**src/rtl/instr_encoder.sv**
```systemverilog
// Streaming LEGv8 LDUR/STUR/CBZ encoder: range-checks the immediate, packs the
// instruction word, tags it with a sequential imem address and queues it.
module instr_encoder #(
    parameter int DEPTH  = 4,
    parameter int ADDR_W = 6
) (
    input  logic              clk,
    input  logic              reset,
    input  logic              in_valid,
    output logic              in_ready,
    input  logic [1:0]        in_kind,
    input  logic [4:0]        in_rn,
    input  logic [4:0]        in_rt,
    input  logic [63:0]       in_imm,
    output logic              out_valid,
    input  logic              out_ready,
    output logic [31:0]       out_instr,
    output logic [ADDR_W-1:0] out_addr,
    output logic              err,
    output logic [7:0]        rej_count,
    output logic              mem_full
);

    localparam int PW = $clog2(DEPTH);
    localparam int CW = $clog2(DEPTH + 1);
    localparam logic [CW-1:0] FULL_CNT = CW'(DEPTH);

    typedef enum logic {RUN, STOP} state_t;

    state_t            state_q, state_d;
    logic [31:0]       instr_mem [DEPTH];
    logic [ADDR_W-1:0] addr_mem  [DEPTH];
    logic [PW-1:0]     wr_ptr, rd_ptr;
    logic [CW-1:0]     count;
    logic [ADDR_W-1:0] addr_q;
    logic [31:0]       hold_instr;
    logic [ADDR_W-1:0] hold_addr;
    logic              err_q;
    logic [7:0]        rej_q;
    logic              d_ok, cb_ok, legal, accept, push, pop;
    logic [31:0]       enc;

    assign d_ok  = (in_imm[63:8]  == {56{in_imm[8]}});
    assign cb_ok = (in_imm[63:18] == {46{in_imm[18]}});

    always_comb begin
        legal = 1'b0;
        enc   = '0;
        case (in_kind)
            2'b00: begin
                legal = d_ok;
                enc   = {11'b11111000010, in_imm[8:0], 2'b00, in_rn, in_rt};
            end
            2'b01: begin
                legal = d_ok;
                enc   = {11'b11111000000, in_imm[8:0], 2'b00, in_rn, in_rt};
            end
            2'b10: begin
                legal = cb_ok;
                enc   = {8'b10110100, in_imm[18:0], in_rt};
            end
            default: ;
        endcase
    end

    assign out_valid = (count != '0);
    assign pop       = out_valid && out_ready;

    always_comb begin
        state_d  = state_q;
        in_ready = (state_q == RUN) && (count < FULL_CNT);
        accept   = in_valid && in_ready;
        push     = accept && legal;
        if (push && (addr_q == '1)) begin
            state_d = STOP;
        end
    end

    always_ff @(posedge clk) begin
        if (push) begin
            instr_mem[wr_ptr] <= enc;
            addr_mem[wr_ptr]  <= addr_q;
        end
    end

    always_ff @(posedge clk) begin
        if (reset) begin
            state_q    <= RUN;
            wr_ptr     <= '0;
            rd_ptr     <= '0;
            count      <= '0;
            addr_q     <= '0;
            hold_instr <= '0;
            hold_addr  <= '0;
            err_q      <= 1'b0;
            rej_q      <= '0;
        end else begin
            state_q <= state_d;
            if (push) begin
                wr_ptr <= wr_ptr + PW'(1);
                // The last address parks the counter; STOP blocks further pushes.
                if (addr_q != '1) begin
                    addr_q <= addr_q + ADDR_W'(1);
                end
            end
            if (pop) begin
                rd_ptr     <= rd_ptr + PW'(1);
                hold_instr <= instr_mem[rd_ptr];
                hold_addr  <= addr_mem[rd_ptr];
            end
            case ({push, pop})
                2'b10:   count <= count + CW'(1);
                2'b01:   count <= count - CW'(1);
                default: ;
            endcase
            if (accept && !legal) begin
                err_q <= 1'b1;
                if (rej_q != 8'hFF) begin
                    rej_q <= rej_q + 8'd1;
                end
            end
        end
    end

    // The popped head is kept so the outputs hold their last value once empty.
    assign out_instr = out_valid ? instr_mem[rd_ptr] : hold_instr;
    assign out_addr  = out_valid ? addr_mem[rd_ptr]  : hold_addr;
    assign err       = err_q;
    assign rej_count = rej_q;
    assign mem_full  = (state_q == STOP);

endmodule

```
**config.mk**
```make
export PLATFORM = sky130hd
export DESIGN_NAME = instr_encoder
export DESIGN_NICKNAME = d
export VERILOG_FILES = /design/src/rtl/instr_encoder.sv
export SDC_FILE = /design/constraint.sdc
export NUM_CORES = 1
export LEC_CHECK = 0
export CAP_MARGIN = 20
export CORE_MARGIN = 2
export CORE_UTILIZATION = 44
export DETAILED_ROUTE_END_ITERATION = 8
export PLACE_DENSITY = 0.68
export SETUP_SLACK_MARGIN = 0.3
export SLEW_MARGIN = 20
export SYNTH_ARGS = -nofsm -noshare
export SYNTH_HDL_FRONTEND = slang
export SYNTH_SLANG_ARGS = --single-unit
```
**constraint.sdc**
```tcl
create_clock -name clk -period 3.7 [get_ports clk]
set_input_delay 0.74 -clock clk [delete_from_list [all_inputs] [get_ports clk]]
set_output_delay 0.74 -clock clk [all_outputs]
set_load 0.03 [all_outputs]
```
==> metrics.yaml <==
status: "complete, no violations"
cts_tree: "yes"
grt_pass1_vias: 5637
firstDrtPassIters: 4
total_power_mw: 4.20
rr_endpoint: "count[2]$_SDFFE_PP0P_"
grtUsageTotal: 0.195
core_area_sq_um: 18000
syn-cell-area_sq_um: 8100
cts_hold_buf: 0
grt_pass1_wl_mm: 29.4
max_freq_mhz: 302
cts-htree-levels: 4
syn_inst: 590
critPathArrivalTime_ns: 3.67
clock-sinks: 190
timing.reg2reg.setup_slack_ns: 1.26
synth_edf_count: 132
synthDistinctLibCells: 52
endpoint_kind: "flop"
critPathLaunchType: "input port"
worstPathRequired_ns: 4.06
die_h_um: 140
rsz0062_at_grt: "yes"
grt-ovfl-total: 0
ant_nets: 0
syn_avg_cell_area_sq_um: 13.7
io_pins: 130
p_seq_frac: 0.541
p_clk_frac: 0.410
p_comb_frac: 0.049
slew-limit-headroom: 0.542
ys_top_cells_by_count: "132 x edfxtp_1, 78 x nand2_1, 58 x dfxtp_1, 47 x a21oi_1"
globalplace.congestion: 0.847
clk_pin_slew_worst_paths_ns: 0.07
yosysMostFrequentCell: "edfxtp_1"
cts_buffers: 17
powerDensity_nw_per_um2: 397
intPower_mw: 3.32
worstReg2RegStart: "count[2]$_SDFFE_PP0P_"
synth_seq_cells: 190
drv_slew: 0
wire_per_inst_um: 19.1
drc: 0
vias: 5437
antenna_found_initial: 0
fin_crit_ns: 3.32
num_rows: 49
synthArstFlopShare: 0
r2r_cells: 9
vdd_drop_max_v: 0.000318
dieArea_sq_um: 19500
holdCritPathClass: "flop to flop"
yosys_warnings: 0
holdPathStages: 2
crit_path_max_fanout: 2
power.net_switching_mw: 0.881
drv_cap: 0
fin_skew_ns: 0.00851
tightest_slew_ns: 0.687
die_x_um: 140
vias_per_cell: 5.54
finalWirelength_mm: 18.7
leakage_nw: 3.68
clock_path_buffers: 2
final_nets: 827
min_from: "hold_instr[8]$_SDFFE_PP0P_"
fin_hold_ws_ns: 0.453
clk_latency_ns: 0.43
synth_top_area_frac: 0.489
utilization: 0.587
criticalPathCategory: "input port to flop"
drt_iter0_drc: 437
root_buffer: "clkbuf_16"
sw_frac_of_total: 0.210
initial_core_util: 0.449
setup_viol: 0
n_antenna_cell: 0
drive_above_1_share: 0.227
grt_max_degree: 57
synth_top_area_cell: "edfxtp_1"
netlist_top_cells_area: "edfxtp_1 49%, dfxtp_1 14%, mux4_2 9.2%, mux2_2 4.6%, nand2_1 3.6%"
dp_hpwl_mm: 12.4
finalCritPeriodShare: 0.896
synth_top_flop_cell: "edfxtp_1"
syn2layout_area_growth_pct: 30.6
holdPathEnd: "hold_instr[8]$_SDFFE_PP0P_"
final-hold-violation-count: 0
io_buffers: 127
ys_seq_area_frac: 0.633
==> cells in the final DEF (no fill, tap or decap), drive strengths merged, types with 5 or more instances in the layout <==
cell type	instances
ha	7
nor3	6
clkinv	5
nand4	13
inv	21
or3	5
edfxtp	132
mux2	33
nor2	16
nand3	14
a21oi	48
dfxtp	58
nand2	78
and3	9
or4	7
dlymetal6s2s	23
clkbuf	19
a21o	6
nor4	14
clkdlybuf4s50	103
and2	13
a22o	13
clkinvlp	5
mux4	33
o21ai	6
buf	37
==> through the flow <==
step | std cells | setup slack [ns] | area [sq um] | setup TNS, ns
final | 981 | 0.384 | 10600 | 0
after global placement | 946 | -0.221 | 9820 | -16.85
after CTS | 979 | 0.267 | 10400 | 0
after floorplan | 591 | 0.316 | 8120 | 0
after detailed placement | 946 | -0.351 | 9820 | -25.65
after global routing | 981 | 0.291 | 10600 | 0
==> flip-flops by register name, summed over array words and instances (netlist names), named ones only <==
| name | count |
|---|---|
| hold_addr | 6 |
| hold_instr | 27 |
| addr_mem | 24 |
| addr_q | 6 |
| instr_mem | 108 |
| rej_count | 8 |
| err | 1 |
| mem_full | 1 |
| rd_ptr | 2 |
| wr_ptr | 2 |
| count | 3 |
==> worst max-delay path, stage by stage <==
cell             delay [ns]
clkdlybuf4s50_1        0.42
or4_4                  0.50
nor4_4                 0.31
o22ai_2                0.13
a221o_1                0.33
a21oi_4                0.20
inv_4                  0.06
ha_4                   0.16
inv_2                  0.04
fa_2                   0.20
xor2_2                 0.07
or3_1                  0.36
a21oi_2                0.15
==> per-layer routing <==
| metal | track usage | wire, um | vias up |
|---|---|---|---|
| met5 | 0 | 0 | - |
| met4 | 0.0700 | 276 | 0 |
| met3 | 0.0382 | 753 | 20 |
| met2 | 0.346 | 9890 | 139 |
| met1 | 0.237 | 7790 | 2739 |
| li1 | - | - | 2539 |
==> kinds of logic after synthesis <==
| family | synth area share |
|---|---|
| other | 0.000463 |
| adders and majority gates | 0.0133 |
| muxes | 0.140 |
| DFF | 0.633 |
| xor gates and xnor gates | 0.00649 |
| and+or+nand+nor | 0.113 |
| buffers and inverters | 0.0297 |
| AOI/OAI and AO/OA | 0.0647 |
==> power by group through the flow <==
stage | Sequential (mW) | Combinational [mW] | Clock (mW)
2_1_floorplan | 2.33 | 0.0617 | 0
3_3_place_gp | 2.32 | 0.194 | 0
3_5_place_dp | 2.32 | 0.200 | 0
4_1_cts | 2.27 | 0.203 | 1.75
5_1_grt | 2.27 | 0.221 | 1.84
6_report | 2.27 | 0.205 | 1.72
==> how the worst max path moves through the flow <==
stage | end | start | cells after the start
global placement | count[2]$_SDFFE_PP0P_ | in_kind[1] | 13
global route | count[2]$_SDFFE_PP0P_ | in_imm[35] | 13
CTS | count[2]$_SDFFE_PP0P_ | in_imm[45] | 13
detailed placement | count[2]$_SDFFE_PP0P_ | in_kind[1] | 13
finish | count[2]$_SDFFE_PP0P_ | in_imm[10] | 13
floorplan | count[2]$_SDFFE_PP0P_ | in_imm[60] | 11
==> repair_timing <==
action                                  CTS  global route
pin swaps                                 3            22
setup buffers                             1             2
cloned                                    0             0
gates resized for setup                   6            39
endpoints found under the setup margin  161           141
==> cell type report <==
| type | instances | area [sq um] |
|---|---|---|
| Tap cell | 229 | 287 |
| Sequential cell | 190 | 5130 |
| Multi-Input combinational cell | 348 | 2870 |
| Timing Repair Buffer | 163 | 1670 |
| Clock buffer | 19 | 443 |
| Inverter | 19 | 73.8 |
| Clock inverter | 13 | 115 |
| Fill cell | 1419 | 7440 |
Note: power is estimated with default switching activity, not from simulation.
